===== config.mk =====
export PLATFORM = sky130hd
export DESIGN_NAME = cdb_arbiter
export DESIGN_NICKNAME = d
export VERILOG_FILES = /design/src/rtl/cdb_arbiter_pkg.sv /design/src/rtl/cdb_req_fifo.sv /design/src/rtl/cdb_arbiter.sv
export SDC_FILE = /design/constraint.sdc
export NUM_CORES = 1
export LEC_CHECK = 0
export CAP_MARGIN = 0
export CORE_MARGIN = 2
export CORE_UTILIZATION = 35
export DETAILED_ROUTE_END_ITERATION = 8
export MAX_ROUTING_LAYER = met4
export PLACE_DENSITY = 0.68
export SKIP_LAST_GASP = 1
export SYNTH_ARGS = -nofsm -noshare
export SYNTH_HDL_FRONTEND = slang
export SYNTH_HIERARCHICAL = 1
export SYNTH_SLANG_ARGS = --single-unit

===== constraint.sdc =====
create_clock -name clock -period 4.1 [get_ports clock]
set_clock_uncertainty 0.2 [all_clocks]
set_input_delay 0.41 -clock clock [delete_from_list [all_inputs] [get_ports clock]]
set_output_delay 0.41 -clock clock [all_outputs]
set_load 0.005 [all_outputs]

===== src/rtl/cdb_arbiter_pkg.sv =====
// Shared definitions for the CDB arbiter: requester indices, sizing constants and the
// execute-stage write-back packet broadcast on the common data bus.
`ifndef FALSE
`define FALSE 1'b0
`endif

package cdb_arbiter_pkg;

  localparam int unsigned CDB_N_REQ = 4;
  localparam int unsigned ROB_TAG_W = 5;
  localparam int unsigned DATA_W    = 32;

  typedef enum logic [1:0] {
    CDB_REQ_ALU  = 2'd0,
    CDB_REQ_MEM  = 2'd1,
    CDB_REQ_LB   = 2'd2,
    CDB_REQ_MULT = 2'd3
  } CDB_REQ_IDX;

  typedef struct packed {
    logic                 valid;
    logic                 speculative;
    logic [ROB_TAG_W-1:0] rob_tag;
    logic [DATA_W-1:0]    value;
  } EX_WR_PACKET;

endpackage


===== src/rtl/cdb_req_fifo.sv =====
// Per-requester result FIFO: in-order push/pop, kill compaction of speculative entries
// and resolve clearing of speculative bits. head_c/empty_c already reflect this edge's kill.
module cdb_req_fifo
  import cdb_arbiter_pkg::*;
#(
  parameter int unsigned DEPTH = 2
) (
  input  logic        clock,
  input  logic        reset,
  input  logic        kill,
  input  logic        resolve,
  input  logic        push_valid,
  input  EX_WR_PACKET push_packet,
  input  logic        pop,
  output EX_WR_PACKET head_c,
  output logic        empty_c,
  output logic        full_c
);

  localparam int unsigned IDX_W = (DEPTH > 1) ? $clog2(DEPTH) : 1;
  localparam int unsigned CNT_W = $clog2(DEPTH + 1);

  EX_WR_PACKET      entries_q [DEPTH];
  EX_WR_PACKET      entries_d [DEPTH];
  EX_WR_PACKET      surv      [DEPTH];
  logic [CNT_W-1:0] count_q;
  logic [CNT_W-1:0] count_d;
  logic [CNT_W-1:0] surv_cnt;
  logic             push_ok;

  // Entries that outlive this edge's kill, packed toward the head in original order.
  always_comb begin : survivors
    int n;
    n = 0;
    for (int i = 0; i < int'(DEPTH); i++) begin
      surv[i] = '0;
    end
    for (int i = 0; i < int'(DEPTH); i++) begin
      if ((i < int'(count_q)) && !(kill && entries_q[i].speculative)) begin
        surv[IDX_W'(n)] = entries_q[i];
        n++;
      end
    end
    surv_cnt = CNT_W'(n);
  end

  assign head_c  = surv[0];
  assign empty_c = (surv_cnt == '0);
  assign full_c  = (count_q == CNT_W'(DEPTH));
  assign push_ok = push_valid && !full_c && !(kill && push_packet.speculative);

  // Pop happens before push so a fresh packet can never be granted on its own push edge.
  always_comb begin : next_state
    int n;
    entries_d = surv;
    n         = int'(surv_cnt);
    if (pop && (n > 0)) begin
      for (int i = 0; i < int'(DEPTH) - 1; i++) begin
        entries_d[i] = entries_d[i + 1];
      end
      entries_d[DEPTH-1] = '0;
      n--;
    end
    if (push_ok && (n < int'(DEPTH))) begin
      entries_d[IDX_W'(n)] = push_packet;
      n++;
    end
    if (resolve) begin
      for (int i = 0; i < int'(DEPTH); i++) begin
        entries_d[i].speculative = `FALSE;
      end
    end
    count_d = CNT_W'(n);
  end

  always_ff @(posedge clock) begin
    if (reset) begin
      count_q <= '0;
      for (int i = 0; i < int'(DEPTH); i++) begin
        entries_q[i] <= '0;
      end
    end else begin
      count_q   <= count_d;
      entries_q <= entries_d;
    end
  end

endmodule


===== src/rtl/cdb_arbiter.sv =====
// Round-robin arbiter draining per-requester FIFOs onto a registered common data bus.
// Optional CDB_ARB_STATS_EN adds saturating per-requester stall and grant counters.
module cdb_arbiter
  import cdb_arbiter_pkg::*;
#(
  parameter int unsigned N_REQ = CDB_N_REQ,
  parameter int unsigned DEPTH = 2
) (
  input  logic                           clock,
  input  logic                           reset,
  input  EX_WR_PACKET [N_REQ-1:0]        req_packet,
  input  logic [N_REQ-1:0]               req_valid,
  output logic [N_REQ-1:0]               req_ready,
  input  logic                           kill,
  input  logic                           resolve,
  output EX_WR_PACKET                    cdb_packet,
  output logic                           cdb_valid,
  output logic [$clog2(N_REQ)-1:0]       cdb_src
`ifdef CDB_ARB_STATS_EN
  ,
  output logic [N_REQ-1:0][31:0]         stall_cycles,
  output logic [N_REQ-1:0][31:0]         grant_cycles
`endif
);

  localparam int unsigned SRC_W = $clog2(N_REQ);

  EX_WR_PACKET      head_c [N_REQ];
  logic [N_REQ-1:0] empty_c;
  logic [N_REQ-1:0] full_c;
  logic [N_REQ-1:0] pop;

  logic             grant_any;
  logic [SRC_W-1:0] grant_idx;
  logic [SRC_W-1:0] cand;

  logic [SRC_W-1:0] rr_q, rr_d;
  logic             cdb_valid_q, cdb_valid_d;
  EX_WR_PACKET      cdb_packet_q, cdb_packet_d;
  logic [SRC_W-1:0] cdb_src_q, cdb_src_d;

  for (genvar g = 0; g < N_REQ; g++) begin : g_fifo
    cdb_req_fifo #(
      .DEPTH(DEPTH)
    ) u_fifo (
      .clock      (clock),
      .reset      (reset),
      .kill       (kill),
      .resolve    (resolve),
      .push_valid (req_valid[g]),
      .push_packet(req_packet[g]),
      .pop        (pop[g]),
      .head_c     (head_c[g]),
      .empty_c    (empty_c[g]),
      .full_c     (full_c[g])
    );
  end

  // Ready comes from registered occupancy only; a full FIFO stays not-ready while popping.
  assign req_ready = ~full_c;

  // First non-empty FIFO at or after the pointer, wrapping circularly.
  always_comb begin
    grant_any    = 1'b0;
    grant_idx    = '0;
    cand         = '0;
    pop          = '0;
    rr_d         = rr_q;
    cdb_valid_d  = 1'b0;
    cdb_packet_d = '0;
    cdb_src_d    = '0;
    for (int k = 0; k < int'(N_REQ); k++) begin
      cand = SRC_W'((int'(rr_q) + k) % int'(N_REQ));
      if (!grant_any && !empty_c[cand]) begin
        grant_any = 1'b1;
        grant_idx = cand;
      end
    end
    if (grant_any) begin
      pop[grant_idx]   = 1'b1;
      rr_d             = SRC_W'((int'(grant_idx) + 1) % int'(N_REQ));
      cdb_valid_d      = 1'b1;
      cdb_packet_d     = head_c[grant_idx];
      cdb_packet_d.valid = 1'b1;
      if (resolve) begin
        cdb_packet_d.speculative = `FALSE;
      end
      cdb_src_d        = grant_idx;
    end
  end

  always_ff @(posedge clock) begin
    if (reset) begin
      rr_q         <= '0;
      cdb_valid_q  <= 1'b0;
      cdb_packet_q <= '0;
      cdb_src_q    <= '0;
    end else begin
      rr_q         <= rr_d;
      cdb_valid_q  <= cdb_valid_d;
      cdb_packet_q <= cdb_packet_d;
      cdb_src_q    <= cdb_src_d;
    end
  end

  assign cdb_valid  = cdb_valid_q;
  assign cdb_packet = cdb_packet_q;
  assign cdb_src    = cdb_src_q;

`ifdef CDB_ARB_STATS_EN
  localparam int unsigned STAT_W = 32;

  logic [N_REQ-1:0][STAT_W-1:0] stall_q, stall_d;
  logic [N_REQ-1:0][STAT_W-1:0] grant_q, grant_d;

  // Saturating counters; kill has no effect on them.
  always_comb begin
    stall_d = stall_q;
    grant_d = grant_q;
    for (int i = 0; i < int'(N_REQ); i++) begin
      if (req_valid[i] && !req_ready[i] && (stall_q[i] != '1)) begin
        stall_d[i] = stall_q[i] + STAT_W'(1);
      end
      if (pop[i] && (grant_q[i] != '1)) begin
        grant_d[i] = grant_q[i] + STAT_W'(1);
      end
    end
  end

  always_ff @(posedge clock) begin
    if (reset) begin
      stall_q <= '0;
      grant_q <= '0;
    end else begin
      stall_q <= stall_d;
      grant_q <= grant_d;
    end
  end

  assign stall_cycles = stall_q;
  assign grant_cycles = grant_q;
`endif

endmodule


Word-level counts from Yosys, hierarchy flattened
Cells that the tools add are included.
- bits in registers: 364
- input bits: 164
- output and inout bits: 46
- logic and storage cells: 270
- $add $sub $neg: 16
- order comparisons: 39
- eq/ne operators: 4
- muxes and demuxes: 81
- bitwise operators: 11
- reduce and logical (&&, ||, !) cells: 76
- operators by type and width (operator ; number):
    78-bit two-way mux ; 12
    78-bit bitwise mux ; 8
    39-bit two-way mux ; 13
    39-bit demux with 1-bit select ; 8
    32-bit by 3-bit < comparator with 1-bit output (second input constant) ; 4
    32-bit two-way mux ; 4
    39-bit binary-select mux with 2-bit select ; 1
    38-bit two-way mux ; 2
    1-bit logical AND ; 48
    2-bit two-way mux ; 12
    1-bit logical NOT ; 21
    1-bit by 2-bit greater-or-equal comparator with 1-bit output (second input constant) ; 8
    1-bit by 2-bit < comparator with 1-bit output (first input constant) ; 8
    2-bit by 3-bit < comparator with 1-bit output (second input constant) ; 5
    1-bit two-way mux ; 15
    2-bit adder (second input constant) ; 6
    2-bit by 1-bit subtractor with 3-bit output (second input constant) ; 4
    1-bit NOT ; 9
    1-bit by 1-bit adder with 2-bit output (second input constant) ; 4
    1-bit binary-select mux with 2-bit select ; 4
    2-bit == test (second input constant) ; 4
    2-bit by 1-bit > comparator with 1-bit output (second input constant) ; 4
    2-bit logical NOT ; 4
    1-bit < comparator (second input constant) ; 8
    9 further kinds ; 11

Logic depth before layout (Yosys ltp)
Gate-level depths: netlist of the first run.
- word-level depth: 32
- gate-level depth with buffers: 16
- mapped depth without buffers: 12

By module
Netlist of the first run, hierarchy kept.
- by module, submodules not included (module ; instances ; cells each ; area an instance (um^2) ; seq. area each (um^2)):
    cdb_req_fifo ; 4 ; 256 ; 2197.1 ; 820.8
    cdb_arbiter ; 1 ; 216 ; 2337.2 ; 860.8

Worst setup path before layout of the first run
No wires, ideal clock.
- path type: register -> register
- from: reg g_fifo[0].u_fifo.count_q[1]
- to: reg g_fifo[0].u_fifo.count_q[0]
- library setup time: 0.121 ns
- arrival time: 2.810 ns
- data required time: 3.779 ns
- path slack: 0.969 ns
- cell stages (with the launch flop): 15
- path buffers: 3
- clock period less this slack: 3.131 ns
- path through: dfxtp_1 a2bb2oi_2 buf_2 inv_1 ha_1 or2_1 nand3_1 a22oi_2 buf_6 buf_12 nor3_1 nor2b_1 nor2_1 mux2i_1 mux2_2
- word-level cells in the longest chain between the ends: 27
- elaborated cells on any way between the ends: 50
- those cells by class: add/sub: 3; order compare: 6; eq/ne: 1; mux: 23; reduce/logical: 17
- RTL lines (item ; line ; text):
    start: declaration ; cdb_req_fifo.sv:26 ; logic [CNT_W-1:0] count_q;
    start signal: assignment ; cdb_req_fifo.sv:83 ; count_q <= count_d;
    1-bit by 2-bit < comparator with 1-bit output ; cdb_req_fifo.sv:39 ; if ((i < int'(count_q)) && !(kill && entries_q[i].speculative)) begin
    1-bit logical AND ; cdb_req_fifo.sv:39 ;
    1-bit two-way mux ; cdb_req_fifo.sv:39 ;
    1-bit by 1-bit adder with 2-bit output ; cdb_req_fifo.sv:41 ; n++;
    2-bit two-way mux (*) ; cdb_req_fifo.sv:39 ;
    2-bit logical NOT (*) ; cdb_req_fifo.sv:48 ; assign empty_c = (surv_cnt == '0);
    net empty_c[0] ; cdb_arbiter.sv:29 ; logic [N_REQ-1:0] empty_c;
    1-bit binary-select mux with 2-bit select ; cdb_arbiter.sv:74 ; if (!grant_any && !empty_c[cand]) begin
    (+13 left out) ; - ;
    1-bit demux with 2-bit select ; cdb_arbiter.sv:80 ; pop[grant_idx] = 1'b1;
    4-bit two-way mux (*) ; cdb_arbiter.sv:79 ; if (grant_any) begin
    net pop[0] ; cdb_arbiter.sv:31 ; logic [N_REQ-1:0] pop;
    1-bit logical AND (*) ; cdb_req_fifo.sv:57 ; if (pop && (n > 0)) begin
    32-bit two-way mux (*) ; cdb_req_fifo.sv:57 ;
    32-bit by 3-bit < comparator with 1-bit output ; cdb_req_fifo.sv:64 ; if (push_ok && (n < int'(DEPTH))) begin
    1-bit logical AND ; cdb_req_fifo.sv:64 ;
    2-bit two-way mux (*) ; cdb_req_fifo.sv:64 ;
Mark *: on every way through the listed nets, which the timed path passes. The rest lies on a longest branch. The select of a mux whose other input is x is not followed.
A chain may end at the register's enable or synchronous reset.

Final worst setup path of the first run
- from: in kill
- to: reg g_fifo[0].u_fifo/entries_q[76] (netlist bit)
- word-level cells in the longest chain between the ends: 32
- elaborated cells on any way between the ends: 97
- those cells by class: add/sub: 5; order compare: 8; mux: 38; bitwise: 2; reduce/logical: 44
- RTL lines (item ; line ; text):
    start: declaration ; cdb_arbiter.sv:14 ; input logic kill,
    1-bit logical AND ; cdb_req_fifo.sv:39 ;
    1-bit logical NOT ; cdb_req_fifo.sv:39 ;
    1-bit logical AND ; cdb_req_fifo.sv:39 ;
    1-bit two-way mux ; cdb_req_fifo.sv:39 ;
    1-bit by 1-bit adder with 2-bit output ; cdb_req_fifo.sv:41 ;
    2-bit two-way mux (*) ; cdb_req_fifo.sv:39 ;
    2-bit logical NOT (*) ; cdb_req_fifo.sv:48 ;
    net empty_c[1] ; cdb_arbiter.sv:29 ;
    (+12 left out) ; - ;
    1-bit logical AND (not written as such) ; cdb_arbiter.sv:80 ;
    1-bit two-way mux (not written as such) ; cdb_arbiter.sv:80 ;
    1-bit demux with 2-bit select ; cdb_arbiter.sv:80 ;
    4-bit two-way mux (*) ; cdb_arbiter.sv:79 ;
    net pop[0] ; cdb_arbiter.sv:31 ;
    1-bit logical AND (*) ; cdb_req_fifo.sv:57 ;
    branches (longest 7 deep; another with 32-bit by 3-bit < comparator with 1-bit output) ; - ;
    78-bit two-way mux (*) ; cdb_req_fifo.sv:64 ;
    end signal: assignment ; cdb_req_fifo.sv:84 ; entries_q <= entries_d;
    end: declaration ; cdb_req_fifo.sv:23 ; EX_WR_PACKET entries_q [DEPTH];
Mark *: on every way through the listed nets, which the timed path passes. The select of a mux whose other input is x is not followed.

==> metrics.txt, run 1 <==
Clock transition at path regs=0.06 ns; Max Used Layer=met4; DRT Pass-1 Iters=5; hold depth=2; hold path endpoint=g_fifo[0].u_fifo/entries_q[75]; first-pass GRT wire length=51.94 mm; syn nets=1392; Yosys Warn Count=6; Initial DRC Count=546; Layout Nets=1511; Routed WL=33.05 mm; PortBufs=205; worst r2r dst=g_fifo[0].u_fifo/entries_q[76]; Pwr Density=689.6 nW/µm²; Slew headroom=0.2356; chip width=180.9 µm; required time worst endpoint=4.30 ns; routed wl met3=1.718 mm; antenna violations before repair=1; placed insts=1711; number of H-tree levels=1; clock buffer depth=3; WP data arrival=3.81 ns; Detail Route Antenna Nets=0; root buf cell=clkbuf_16; Synth Cell Area=10950 µm²; FF-to-FF path depth=11; hold crit path type=in2reg; Worst Tran Pin Value=1.142 ns; most frequent CP cell=inv_1; routability congestion estimate=0.8588; CTS Hold Bufs=0; Die Footprint=32720 µm²; Core Rows=64; Die Ht=180.9 µm; outcome=finished, final reports clean; Global Route Usage Sum=0.1986; worst-skew pair later-pin latency=0.51 ns; VDD IR max=0.5468 mV; Vias/cell=5.516; CTS tree=yes; vias in the first global route=9364; Pins Over Slew Limit=0; critical path class=in2reg; CP Capture Type=flop; Critical R2R Launch=g_fifo[1].u_fifo/count_q[1]; startpoint types=input pin; fmax=277.5 MHz; period utilisation layout=0.8788; CTS Buf Count=22; Worst Path Max Fanout=38; worst-path cell chain=clkdlybuf4s50_1 > buf_12 > a2bb2oi_2 > inv_1 > ha_1 > o21ai_0 > a221o_2 > inv_1 > nor3_1 > nor2b_1 > o21ai_4 > nand3_1 > a211oi_1; dpl hpwl=23.06 mm; met1 wire length=15.50 mm; syn_area_per_cell=8.976 µm²; final setup fails=0; LEAKAGE=4.492 nW; Hold Path Origin=reset; CP max stage delay=0.90 ns; Top Ports=210; setup TNS=0 ns; largest net degree at the start of global routing=82; RSZ-0062 raised after global routing=no; DRC violations left=0; post-CTS sizing=0; critical path's slowest cell=o21ai_4; share of cells above drive strength 1=0.1458; Routed wire per std cell=18.90 µm; final hold violations=0; clock sinks=203; post-layout min period=3.603 ns; Core ar.=30670 µm²; Post-CTS Setup Bufs=0; non-filler instance count after layout=1749; Mapped Cells=1220; Reg2Reg Setup Slack=0.59 ns; via count=9647; gr ovfl total=0; Syn-to-layout area delta=25.08%; met2 WL=14.98 mm; maximum capacitance violations=0; initial core utilization=0.3570
critical path, delay by kind of cell:
kind	cells	cell delay [ns]
compound gates	5	1.83
buf+inv	4	0.79
simple gates	3	0.42
fa+ha+maj	1	0.34
layout by cell type, fill, tap and decap left out, types with 34 or more instances in the layout:
cell and count:
a21oi_1 110, a21oi_2 40, and2_1 154, buf_4 37, clkdlybuf4s50_1 204, dfxtp_1 203, mux2i_1 42, nand3_1 117
nand3_2 40, o211ai_1 152, o22ai_1 34
stage by stage:
stage	util	setup WS [ns]	total power (W)	hold slack (ns)	instance area [µm²]
6_report	0.4466	0.4970	0.009446	0.2125	13700
3_3_place_gp	0.4231	0.1143	0.007377	0.3913	12970
3_5_place_dp	0.4231	0.02285	0.007462	0.3983	12970
4_1_cts	0.4464	0.5383	0.009469	0.1978	13690
5_1_grt	0.4465	0.2507	0.01001	0.2274	13690
2_1_floorplan	-	0.9694	0.006623	0.2824	10950
layout make-up:
type / count / area [µm²]
multi-input cells: 846 / 5941
inverters: 21 / 83.83
fillers: 2958 / 16970
clock buffers: 29 / 628.1
flip-flops and latches: 203 / 4064
clock inverters: 7 / 88.84
repair buffers: 245 / 2391
diodes: 2 / 5.005
well taps: 396 / 495.5
report_power, final:
group / internal (W) / switching (W)
logic: 0.00163 / 0.00337
registers: 0.00233 / 0.000111
clock network: 0.00120 / 0.000805
total: 0.00516 / 0.00429
state kept, by name, summed over array words and instances, names as in the netlist:
name,cells
cdb_valid,1
g_fifo.u_fifo/entries_q,152
g_fifo.u_fifo/count_q,8
cdb_packet,38
cdb_src,2
rr_q,2
worst max path at each step:
stage                                            from                              to  cells past startpoint
after floorplan           g_fifo[0].u_fifo/count_q[1]     g_fifo[0].u_fifo/count_q[0]                     14
after global placement                           kill  g_fifo[0].u_fifo/entries_q[76]                     14
after detailed placement                         kill  g_fifo[0].u_fifo/entries_q[76]                     13
after CTS                                        kill  g_fifo[0].u_fifo/entries_q[76]                     13
after global routing                             kill  g_fifo[0].u_fifo/entries_q[76]                     13
final                                            kill  g_fifo[0].u_fifo/entries_q[76]                     13
per-layer routing:
layer,GRT usage,vias up
met1,0.2740,4625
li1,-,4709
met2,0.2993,264
met4,0.05871,0
met3,0.03084,49
met5,-,-
Power figures use the tool's default switching activity.
==> inputs of run 2 (changes only) <==
--- a/config.mk
+++ b/config.mk
@@ -5,7 +5,7 @@
 export SDC_FILE = /design/constraint.sdc
 export NUM_CORES = 1
 export LEC_CHECK = 0
-export CAP_MARGIN = 0
+export CAP_MARGIN = 20
 export CORE_MARGIN = 2
 export CORE_UTILIZATION = 35
 export DETAILED_ROUTE_END_ITERATION = 8
==> metrics.txt, run 2 (synthesis gave the netlist of run 1 again) <==
dpl hpwl=23.06 mm; Core Rows=64; most frequent cells in the layout=clkdlybuf4s50_1, dfxtp_1, and2_1; Detail Route Antenna Nets=0; largest net degree at the start of global routing=82; vias in the first global route=9364; Vias/cell=5.497; LEAKAGE=4.504 nW; post-CTS sizing=0; CP Capture Type=flop; initial core utilization=0.3570; DRC violations left=0; Initial DRC Count=512; end-of-flow core utilization=0.4475; DRT Pass-1 Iters=4; Worst Tran Pin Value=0.8545 ns; CTS Hold Bufs=0; Slew headroom=0.4287; final setup fails=0; setup TNS=0 ns; Routed WL=33.05 mm; Routed wire per std cell=18.88 µm; first-pass GRT wire length=51.94 mm; Clock transition at path regs=0.06 ns; number of H-tree levels=1; RSZ-0062 raised after global routing=no; Worst Path Max Fanout=20; root buf cell=clkbuf_16; VDD IR max=0.5625 mV; Pwr Density=695.1 nW/µm²; antenna violations before repair=1; post-layout min period=3.353 ns; routability congestion estimate=0.8588; WP data arrival=3.51 ns; maximum capacitance violations=0; Layout Nets=1512; clock sinks=203; Post-CTS Setup Bufs=0; Top Ports=210; required time worst endpoint=4.26 ns; startpoint types=input pin; Core ar.=30670 µm²; Die Footprint=32720 µm²; worst-skew pair later-pin latency=0.51 ns; CTS tree=yes; via count=9620; chip width=180.9 µm; Global Route Usage Sum=0.1986; hold crit path type=in2reg; fmax=298.3 MHz; share of cells above drive strength 1=0.1464; final hold violations=0; CTS Buf Count=22; PortBufs=205; max reg flops=152; period utilisation layout=0.8178; Most flops, register=g_fifo.u_fifo/entries_q; critical path class=in2reg; gr ovfl total=0; commonest non-fill, non-tap cell in the layout=clkdlybuf4s50_1; Die Ht=180.9 µm; Syn-to-layout area delta=25.33%; clock buffer depth=3; outcome=finished, final reports clean; Pins Over Slew Limit=0
-- run 2: routing by layer --
metal  wire, µm  vias up  global-route usage
met5          0        -                   -
met4        860        0             0.05871
met3       1692       49             0.03084
li1           -     4719                   -
met2      14960      267              0.2993
met1      15530     4585              0.2740
-- run 2: area by class of cell --
cell class              instances  area (µm²)
clock inverters                 7       88.84
inverters                      21       83.83
clock buffers                  29       628.1
flip-flops and latches        203        4064
diodes                          2       5.005
well taps                     396       495.5
fillers                      2954       16950
multi-input cells             846        5941
repair buffers                246        2419
-- run 2: power breakdown --
group          switching (W)  internal, W  leakage [nW]
Sequential          0.000111      0.00233          1.65
Combinational        0.00339      0.00170          2.50
Clock               0.000804      0.00120         0.357
Total                0.00431      0.00523          4.50
-- run 2: metrics by stage --
step                      hold slack, ns  setup WS [ns]  instances  area, µm²  power [W]
final                             0.2176         0.7471       1750      13720   0.009540
after global routing              0.2274         0.4115       1749      13720    0.01010
after CTS                         0.1978         0.5383       1747      13690   0.009469
after detailed placement          0.3983        0.02285       1711      12970   0.007462
after global placement            0.3913         0.1143       1711      12970   0.007377
after floorplan                   0.2824         0.9694       1220      10950   0.006623
-- run 2: worst max-delay path: stages --
cell,delay [ns]
clkdlybuf4s50_1,0.45
buf_12,0.17
a2bb2oi_2,0.14
inv_1,0.06
ha_1,0.24
or2_1,0.28
a21oi_1,0.16
a221o_2,0.22
inv_1,0.05
nor3_1,0.34
nor2b_1,0.36
o21ai_4,0.24
buf_16,0.23
nand3_1,0.09
a21oi_1,0.06
-- run 2: worst paths after layout --
kind / from / endpoint / slack, ns / depth (start not counted)
setup reg to reg: g_fifo[0].u_fifo/count_q[1] / g_fifo[0].u_fifo/entries_q[45] / 0.80 / 13
hold reg to reg: rr_q[0] / rr_q[0] / 0.41 / 2
setup / recovery: kill / g_fifo[0].u_fifo/entries_q[45] / 0.75 / 15
hold / removal: reset / g_fifo[0].u_fifo/entries_q[47] / 0.22 / 2
==> inputs of run 3 (changes only) <==
--- a/config.mk
+++ b/config.mk
@@ -10,7 +10,7 @@
 export CORE_UTILIZATION = 35
 export DETAILED_ROUTE_END_ITERATION = 8
 export MAX_ROUTING_LAYER = met4
-export PLACE_DENSITY = 0.68
+export PLACE_DENSITY = 0.71
 export SKIP_LAST_GASP = 1
 export SYNTH_ARGS = -nofsm -noshare
 export SYNTH_HDL_FRONTEND = slang
==> constraint.sdc (replaced) <==
create_clock -name clock -period 2.85 [get_ports clock]
set_clock_uncertainty 0.2 [all_clocks]
set_input_delay 0.285 -clock clock [delete_from_list [all_inputs] [get_ports clock]]
set_output_delay 0.285 -clock clock [all_outputs]
set_load 0.005 [all_outputs]
==> metrics.txt, run 3 (synthesis gave the netlist of run 1 again) <==
CP Capture Type=flop; maximum capacitance violations=0; WP data arrival=2.93 ns; Filler cells=2840; total power=0.01480 W; initial core utilization=0.3570; via count=9745; CTS tree=yes; chip width=180.9 µm; FF+latch area=4075 µm²; Routed wire per std cell=18.50 µm; Multi-input gate area=6041 µm²; worst-skew pair later-pin latency=0.52 ns; number of H-tree levels=1; period utilisation layout=0.9469; DRT Pass-1 Iters=5; gr ovfl total=0; Hold Path Origin=req_packet[121]; Core ar.=30670 µm²; Worst Tran Pin Value=0.5101 ns; outcome=finished, final reports clean; final hold violations=0; FF-to-FF path depth=12; hold crit path type=in2reg; root buf cell=clkbuf_16; clock buffer depth=3; final setup fails=0; Worst Path Max Fanout=6; antenna fix cells=0; Critical R2R Launch=g_fifo[0].u_fifo/count_q[0]; Die Ht=180.9 µm; hold path endpoint=g_fifo[3].u_fifo/entries_q[43]; Vias/cell=5.462; Clock transition at path regs=0.06 ns; Detail Route Antenna Nets=0; Die Footprint=32720 µm²; post-route cell area=14240 µm²; most frequent cells in the layout=clkdlybuf4s50_1, dfxtp_1, and2_1; max reg flops=152; post-layout min period=2.699 ns; Global Route Usage Sum=0.1976; Top Ports=210; Most flops, register=g_fifo.u_fifo/entries_q; routability congestion estimate=0.8568; DRC violations left=0; Syn-to-layout area delta=30.05%; dpl hpwl=23.58 mm; Reg2Reg Setup Slack=0.15 ns; PortBufs=205; largest net degree at the start of global routing=89; worst r2r dst=g_fifo[0].u_fifo/count_q[1]; VDD IR max=0.7178 mV; first-pass GRT wire length=51.69 mm; fmax=370.5 MHz; Slew headroom=0.6599; antenna violations before repair=0; Layout Nets=1545; LEAKAGE=4.757 nW; required time worst endpoint=3.09 ns; CTS Buf Count=22; clock sinks=203; Post-DP Area=13380 µm²; Pins Over Slew Limit=0; critical path class=reg2reg; Routed WL=33.01 mm; Core Rows=64; Initial DRC Count=754; share of cells above drive strength 1=0.1823; hold depth=3; Pwr Density=1039 nW/µm²; startpoint types=flop; vias in the first global route=9407; commonest non-fill, non-tap cell in the layout=clkdlybuf4s50_1
-- run 3: cell types whose count changed in the layout (fill, tap and decap cells not counted), sizes merged --
cell           delta
clkinvlp          +3
clkbuf            -1
dlygate4sd3       +1
diode             -2
dlymetal6s2s      +1
clkdlybuf4s50     -1
buf              +32
bufinv            +1
-- run 3: cell type report --
class,instances,share of cell area
Multi-Input combinational cell,846,0.4242
Sequential cell,203,0.2862
Timing Repair Buffer,279,0.1950
Clock buffer,28,0.04305
Tap cell,396,0.03479
Clock inverter,11,0.01098
Inverter,21,0.005886
-- run 3: power by group --
group	switching, W	total [W]	leakage [nW]	internal [W]
Sequential	0.000173	0.00354	1.65	0.00337
Clock	0.00120	0.00300	0.368	0.00180
Combinational	0.00502	0.00826	2.74	0.00324
Total	0.00639	0.0148	4.76	0.00841
-- run 3: worst max path at each step --
stage	from	slack [ns]	end
after CTS	g_fifo[0].u_fifo/count_q[0]	0.05	g_fifo[0].u_fifo/count_q[1]
after global routing	g_fifo[3].u_fifo/count_q[1]	-0.03	cdb_packet[29]
after detailed placement	kill	-0.43	g_fifo[1].u_fifo/entries_q[43]
after global placement	kill	-0.32	g_fifo[1].u_fifo/entries_q[40]
after floorplan	g_fifo[1].u_fifo/count_q[1]	0.009	g_fifo[1].u_fifo/count_q[1]
final	g_fifo[0].u_fifo/count_q[0]	0.15	g_fifo[0].u_fifo/count_q[1]
-- run 3: routing by layer --
metal | routed length, µm | vias up | GRT usage | part of all wire
met5 | 0 | - | - | 0
met4 | 555 | 0 | 0.04355 | 0.017
met3 | 1553 | 39 | 0.02298 | 0.047
met2 | 15080 | 291 | 0.3025 | 0.46
met1 | 15820 | 4651 | 0.2792 | 0.48
li1 | - | 4764 | - | -
-- run 3: stage by stage --
| step | setup TNS (ns) | setup slack, ns | util | hold WS [ns] | cells |
|---|---|---|---|---|---|
| floorplan | 0 | 0.009129 | - | 0.1574 | 1220 |
| finish | 0 | 0.1512 | 0.4643 | 0.1310 | 1784 |
| detailed placement | -54.56 | -0.4294 | 0.4362 | 0.4053 | 1739 |
| CTS | 0 | 0.05326 | 0.4617 | 0.1166 | 1779 |
| global placement | -38.48 | -0.3211 | 0.4362 | 0.3948 | 1739 |
| global route | -0.06190 | -0.03300 | 0.4643 | 0.1343 | 1784 |
-- run 3: critical path: stages, from the launching register on --
cell and delay (ns):
dfxtp_4 0.37, a2bb2oi_4 0.16, inv_2 0.06, ha_4 0.16
or2_4 0.24, a21oi_1 0.14, a221o_2 0.15, inv_1 0.07
nor3_4 0.24, buf_4 0.16, nand2b_4 0.07, or4_1 0.47
a31oi_1 0.13
-- run 3: timing repair --
action	CTS	global route
hold endpoints to repair	35	0
buffers inserted	0	5
hold buffers	1	0
gates resized for setup	0	11
setup endpoints to repair	0	51
